File: src/rtl/gb_bus_pkg.sv
// rtl/gb_bus_pkg.sv - shared state encoding and bus constants for the CPU memory bus
//
// Contents:
//   gb_state_t  : machine-cycle states ST_IDLE, ST_T1..ST_T4
//   GB_OPEN_BUS : value seen on an undriven data bus (also used by the MMU)
package gb_bus_pkg;

  typedef enum logic [2:0] {
    ST_IDLE = 3'd0,
    ST_T1   = 3'd1,
    ST_T2   = 3'd2,
    ST_T3   = 3'd3,
    ST_T4   = 3'd4
  } gb_state_t;

  localparam logic [7:0] GB_OPEN_BUS = 8'hFF;

endpackage

File: src/rtl/gb_bus_ctrl.sv
// rtl/gb_bus_ctrl.sv - memory-side responder running one request as a T1..T4 machine cycle
//
// Ports:
//   clk, rst                 : clock (one T-state per cycle), async active-low reset
//   req, we, addr, wdata     : request side, sampled when ready=1
//   ready                    : combinational, high in IDLE and T4
//   rdata, rdata_valid       : read data and one-cycle update pulse
//   bus_err                  : one-cycle pulse in T4 of a timed-out transaction
//   mem_addr, mem_dout       : registered external address / write data
//   mem_oe                   : external data driver enable (writes only)
//   mem_din, mem_ready       : external read data and wait-state input
//   mem_cs_n/rd_n/wr_n       : active-low chip select and strobes
module gb_bus_ctrl
  import gb_bus_pkg::*;
#(
  parameter int             TIMEOUT  = 255,
  parameter logic [7:0]     OPEN_BUS = GB_OPEN_BUS
) (
  input  logic        clk,
  input  logic        rst,
  input  logic        req,
  input  logic        we,
  input  logic [15:0] addr,
  input  logic [7:0]  wdata,
  output logic        ready,
  output logic [7:0]  rdata,
  output logic        rdata_valid,
  output logic        bus_err,
  output logic [15:0] mem_addr,
  output logic [7:0]  mem_dout,
  output logic        mem_oe,
  input  logic [7:0]  mem_din,
  output logic        mem_cs_n,
  output logic        mem_rd_n,
  output logic        mem_wr_n,
  input  logic        mem_ready
);

  localparam logic [7:0] TIMEOUT_CNT = 8'(TIMEOUT);

  gb_state_t  state;
  logic       we_q;
  logic [7:0] wait_cnt;

  assign ready = (state == ST_IDLE) || (state == ST_T4);

  // Every output is registered: the values a state shows are loaded on the
  // edge that enters it, so each branch below sets up the *next* state's pins.
  always_ff @(posedge clk or negedge rst) begin
    if (!rst) begin
      state       <= ST_IDLE;
      we_q        <= 1'b0;
      wait_cnt    <= 8'd0;
      rdata       <= 8'd0;
      rdata_valid <= 1'b0;
      bus_err     <= 1'b0;
      mem_addr    <= 16'd0;
      mem_dout    <= 8'd0;
      mem_oe      <= 1'b0;
      mem_cs_n    <= 1'b1;
      mem_rd_n    <= 1'b1;
      mem_wr_n    <= 1'b1;
    end else begin
      rdata_valid <= 1'b0;
      bus_err     <= 1'b0;
      case (state)
        ST_IDLE, ST_T4: begin
          mem_rd_n <= 1'b1;
          mem_wr_n <= 1'b1;
          if (req) begin
            // Accepting from T4 keeps cs_n low across back-to-back cycles.
            state    <= ST_T1;
            we_q     <= we;
            mem_addr <= addr;
            mem_dout <= wdata;
            mem_oe   <= we;
            mem_cs_n <= 1'b0;
            wait_cnt <= 8'd0;
          end else begin
            state    <= ST_IDLE;
            mem_oe   <= 1'b0;
            mem_cs_n <= 1'b1;
          end
        end
        ST_T1: begin
          state    <= ST_T2;
          mem_rd_n <= we_q;
          mem_wr_n <= ~we_q;
        end
        ST_T2: begin
          state <= ST_T3;
        end
        ST_T3: begin
          // A ready memory wins over an expiring counter on the same edge.
          if (mem_ready || (wait_cnt == TIMEOUT_CNT)) begin
            state    <= ST_T4;
            mem_rd_n <= 1'b1;
            mem_wr_n <= 1'b1;
            bus_err  <= ~mem_ready;
            if (!we_q) begin
              rdata       <= mem_ready ? mem_din : OPEN_BUS;
              rdata_valid <= 1'b1;
            end
          end else begin
            wait_cnt <= wait_cnt + 8'd1;
          end
        end
        default: begin
          state    <= ST_IDLE;
          mem_oe   <= 1'b0;
          mem_cs_n <= 1'b1;
          mem_rd_n <= 1'b1;
          mem_wr_n <= 1'b1;
        end
      endcase
    end
  end

endmodule

File: config.mk
export PLATFORM = sky130hd
export DESIGN_NAME = gb_bus_ctrl
export DESIGN_NICKNAME = d
export VERILOG_FILES = /design/src/rtl/gb_bus_pkg.sv /design/src/rtl/gb_bus_ctrl.sv
export SDC_FILE = /design/constraint.sdc
export NUM_CORES = 1
export LEC_CHECK = 0
export BUFFER_PORTS_ARGS = -buffer_cell sky130_fd_sc_hd__clkbuf_2
export CAP_MARGIN = 20
export CORE_MARGIN = 8
export CORE_UTILIZATION = 52
export CTS_BUF_LIST = sky130_fd_sc_hd__clkbuf_16
export DETAILED_ROUTE_END_ITERATION = 10
export PLACE_DENSITY_LB_ADDON = 0.1
export SYNTH_ARGS = -nofsm -noshare
export SYNTH_HDL_FRONTEND = slang
export SYNTH_SLANG_ARGS = --single-unit
File: constraint.sdc
create_clock -name clk -period 3.8 [get_ports clk]
set_input_delay 0.19 -clock clk [delete_from_list [all_inputs] [get_ports clk]]
set_output_delay 0.19 -clock clk [all_outputs]
set_load 0.01 [all_outputs]
Word-level counts from Yosys, hierarchy flattened

Cells that the tools add are included.
W data, S select, Z words.

Register bits after elaboration: 50
Output and inout port bits: 39
Input port bits: 37
Word-level logic and storage cells: 53

Reduce and logical (&&, ||, !) cells: 10
Equal/unequal tests: 8
Multiplexer cells: 19
$add $sub $neg: 1
Bitwise gates (word level): 3

Operators by type and width:

| operator              | number |
|---|---|
| $mux W8               | 3 |
| $pmux W8 S2           | 1 |
| $pmux W3 S4           | 1 |
| $mux W1               | 9 |
| $add A8 B1 Y8 const B | 1 |
| $eq A8 B8 Y1 const B  | 1 |
| $eq A3 B2 Y1 const B  | 2 |
| $ne A2 B2 Y1 const B  | 3 |
| $pmux W1 S3           | 2 |
| $reduce_and A3 Y1     | 2 |
| $pmux W1 S2           | 2 |
| $reduce_and A2 Y1     | 2 |
| $eq A3 B1 Y1 const B  | 1 |
| $eq A3 B3 Y1 const B  | 1 |
| $logic_not A3 Y1      | 1 |
| $mux W3               | 1 |
| $not A1 Y1            | 3 |
| $reduce_or A3 Y1      | 1 |
| $logic_or A1 B1 Y1    | 2 |
| $reduce_bool A2 Y1    | 1 |
| $reduce_or A2 Y1      | 1 |

Depth between registers and ports, before layout

Depth in word-level cells: 4
Gate-level depth with buffers: 7
Depth with buffers taken out: 5

Worst setup path before layout

No wires, ideal clock.

Kind: flip-flop to flip-flop
From: register wait_cnt[0]
To: register wait_cnt[7]
Period minus slack after synthesis: 1.670 ns
Path buffers: 1
Data arrival time: 1.544 ns
Path slack: 2.130 ns
Cell stages (with the launch flop): 7
Required time: 3.674 ns
Library setup time: 0.126 ns
Cells stage by stage: dfrtp_1 -> ha_1 -> and3_1 -> buf_2 -> a211oi_2 -> a21oi_1 -> a221o_1

Longest elaborated chain between the ends: 4
Elaborated cells on any way between the ends: 7
Classes of those cells: 1 x add/sub; 2 x eq/ne; 2 x mux; 2 x reduce/logical

Ends and longest elaborated chain:

| item                                                                  | RTL line           | RTL |
|---|---|---|
| start, declared                                                       | gb_bus_ctrl.sv:43  | `logic [7:0] wait_cnt;` |
| start signal, assigned                                                | gb_bus_ctrl.sv:105 | `wait_cnt <= wait_cnt + 8'd1;` |
| parallel branches: the longest is 4 deep, another holds $add A8 B1 Y8 | --                 |  |

Several ways; the timed one is not identified. The select of a mux whose other input is x is not followed.
A chain may end at the register's enable or synchronous reset.

Final worst setup path

From: register state[0]
To: register mem_addr[15]

Longest elaborated chain between the ends: 3
Elaborated cells on any way between the ends: 4
Classes of those cells: 1 x eq/ne; 3 x reduce/logical

Ends and longest elaborated chain:

| item                                             | RTL line          | RTL |
|---|---|---|
| start, declared                                  | gb_bus_ctrl.sv:41 | `gb_state_t state;` |
| start signal, assigned                           | gb_bus_ctrl.sv:51 | `state <= ST_IDLE;` |
| start signal, assigned                           | gb_bus_ctrl.sv:72 | `state <= ST_T1;` |
| start signal, assigned                           | gb_bus_ctrl.sv:80 | `state <= ST_IDLE;` |
| $eq A3 B3 Y1 or $logic_not A3 Y1 (tied branches) | gb_bus_ctrl.sv:66 | `case (state)` |
| $reduce_or A2 Y1 *                               | gb_bus_ctrl.sv:66 |  |
| $reduce_and A2 Y1 (no line) *                    | --                |  |
| end signal, assigned                             | gb_bus_ctrl.sv:74 | `mem_addr <= addr;` |
| end, declared                                    | gb_bus_ctrl.sv:29 | `output logic [15:0] mem_addr,` |

Mark *: on every way between the ends. The rest lies on a longest branch, timed or not.

==> out/qor.csv <==
stage,metric,value,unit
placed_design,place_area,2455,um2
detailed_routing,vias_per_cell,5.364,
global_routing,grt_pass1_vias,1646,
cts,post_cts_buffers,0,
worst_hold_path,holdCritPathClass,primary input to async pin,
timing,min_period,2.011,ns
floorplanning,initial_core_util,0.5481,
synthesis,ys.warnings.count,0,
cts,cts.sinks,50,
floorplanning,coreArea,3716,um2
synthesis,synth_edf_count,0,
power,switching_share,0.3330,
finish,nets,272,
global_routing,grt_util_all_layers,0.1579,
power,p_leak,1.311,nW
global_routing,grt_antenna_before_repair,0,
detailed_routing,firstDrtPassIters,4,
power,power_switching,0.0007378,W
timing,fin_tns_setup,0,ns
cts,cts_resized,0,
timing,max_freq,497.3,MHz
critical_path,cp_num_cells,4,
status,status,finished clean,
cts,clk_pin_slew_worst_paths,0.06,ns
synthesis,syn_area_per_cell,13.14,um2
critical_path,cp-start-kind,flop,
critical_path,slowest_delay,0.46,ns
timing,fin_worst_skew,0.005553,ns
cts,cts_hold_buf,0,
synthesis,post_synth_num_cell_types,29,
timing,setup_viol_count_final,0,
timing,fin_crit_sh,0.5292,
synthesis,synth_area,2037,um2
floorplanning,die_h,78.59,um
placed_design,port_buffers,75,
cts,cts_root_buffer,clkbuf_16,
placed_design,gp_congestion,0.8142,
timing,whs,0.005278,ns
placed_design,hpwl,3.517,mm
synthesis,post-synth-top-count-cell,dfrtp_1,
power,power_density,837.5,nW/um2
synthesis,synthesis.nets,193,
synthesis,ys_seq_elements,50,
timing,final-hold-violation-count,0,
finish,drive_gt1_frac,0.4851,
timing,setup_ws,1.789,ns
detailed_routing,wl,4.755,mm
finish,syn_to_final_growth,29.85,%
critical_path,path_cells,nor2_1 > nand2_1 > buf_16 > mux2_2,
cts,clk_latency,0.29,ns
critical_path,cp.required,3.97,ns
detailed_routing,drtIter0Drc,103,
global_routing,grt_pass1_wl,7.734,mm
timing,rsz0062_at_grt,no,
synthesis,synth_ff_type,dfrtp_1,
timing,tightest_slew,0.6129,ns
cts,clockBufferDepth,2,
critical_path,worst_path_max_delay_cell,dfrtp_1,
detailed_routing,antenna_left,0,
synthesis,yosysSeqAreaShare,0.6161,
critical_path,crit_fanout,21,
global_routing,grt-ovfl-total,0,
floorplanning,rows,22,
floorplanning,fp.dieW,78.59,um
finish,stdcell_area,2645,um2
power,ir_worst_vdd,0.4623,mV
synthesis,synthArstFlopShare,1.000,
synthesis,synth_top_area_frac,0.5774,
floorplanning,ios,76,
synthesis,synthTopCellsByArea,"dfrtp_1 (58%), mux2_2 (13%), o22a_1 (4.7%)",
cts,cts_made_buffers,5,
critical_path,cp.arrival,2.18,ns
critical_path,critPathBufInv,1,
power,p_int,0.001478,W
finish,diodes,0,
global_routing,grt_max_degree,51,
detailed_routing,wl_per_cell,16.80,um
detailed_routing,drc_errors,0,
timing,slew_headroom,0.5914,
synthesis,synth.top_cells.by_count,"dfrtp_1 (47), mux2_2 (24), nor2_1 (11), o22a_1 (11), nand2_1 (8)",
synthesis,synth_top_cell_by_area,dfrtp_1,
critical_path,crit_family,simple AND/OR/NAND/NOR gates,
timing,maxSlewViolCount,0,
floorplanning,dieArea,6176,um2
synthesis,synth_cells,155,
critical_path,r2r_cells,4,
cts,htree_levels,2,
detailed_routing,vias,1518,
critical_path,critPathCaptureType,flop,
cts,cts_tree,built,
placed_design,place_ws,1.518,ns
flow_run,maxCapViolCount,0,
power,clkPwrFrac,0.216,
power,power_frac_seq,0.425,
power,p_comb_frac,0.359,
critical_path,crit_type,flop to flop,
## kinds of logic after synthesis
group,after synthesis,share of synthesized area
simple gates,40,0.1087
compound gates,32,0.1155
buf+inv,7,0.01597
fa+ha+maj,1,0.006142
mux,25,0.1376
flops,50,0.6161
## final cells by class
class | count | area, um2
clock buffer | 5 | 125.1
clock inverter | 3 | 37.54
inverter | 2 | 7.507
multi-input combinational | 98 | 749.5
fill | 272 | 1071
sequential | 50 | 1255
tap | 48 | 60.06
timing repair buffer | 77 | 410.4
## sequential cells by signal, indices dropped and copies added (netlist names)
register / flops
mem_addr: 16
mem_dout: 8
rdata: 8
wait_cnt: 8
state: 3
bus_err: 1
mem_cs_n: 1
mem_oe: 1
mem_rd_n: 1
mem_wr_n: 1
rdata_valid: 1
we_q: 1
## power by group through the flow
| stage | Combinational, W | Sequential (W) | Clock [W] |
|---|---|---|---|
| after floorplan | 0.000381 | 0.00101 | 0 |
| after global placement | 0.000758 | 0.000924 | 0 |
| after detailed placement | 0.000794 | 0.000945 | 0 |
| after CTS | 0.000797 | 0.000940 | 0.000493 |
| after global routing | 0.000870 | 0.000974 | 0.000510 |
| final | 0.000795 | 0.000941 | 0.000480 |
## path summary, 6_finish.rpt
kind	startpoint	to	slack, ns
max	state[0]$_DFFE_PN0P_	mem_addr[15]$_DFFE_PN0P_	1.79
min	rst	rdata[3]$_DFFE_PN0P_	0.005
max reg2reg	state[0]$_DFFE_PN0P_	mem_addr[15]$_DFFE_PN0P_	1.79
min reg2reg	mem_dout[1]$_DFFE_PN0P_	mem_dout[1]$_DFFE_PN0P_	0.50
max in group asynchronous	rst	wait_cnt[6]$_DFFE_PN0P_	3.39
min in group clk	mem_din[3]	rdata[3]$_DFFE_PN0P_	0.12
## stage by stage
step                utilization  cells  power (W)
floorplan                     -    155   0.001393
global placement         0.6606    274   0.001682
detailed placement       0.6606    274   0.001739
CTS                      0.7044    282   0.002230
global route             0.7118    283   0.002355
finish                   0.7118    283   0.002215
## cell usage in the layout, fill, tap and decap left out, types with 2 or more instances in the layout
cell type	netlist	routed
a211o_1	2	2
a21oi_1	6	6
and3_1	3	3
clkbuf_16	0	5
clkbuf_2	0	75
dfrtp_1	47	47
dfstp_2	3	3
inv_1	2	3
mux2_2	24	24
nand2_1	8	8
nand2b_1	2	2
nand3_1	6	6
nor2_1	11	11
nor3_1	5	5
o21ai_0	6	6
o22a_1	11	11
## per-layer routing
metal | global-route usage | wire length (um)
met4 | 0.05000 | 78
met2 | 0.2676 | 2405
met5 | 0 | 0
met3 | 0.07403 | 460
met1 | 0.1709 | 1810
Note: power is estimated with default switching activity, not from simulation.
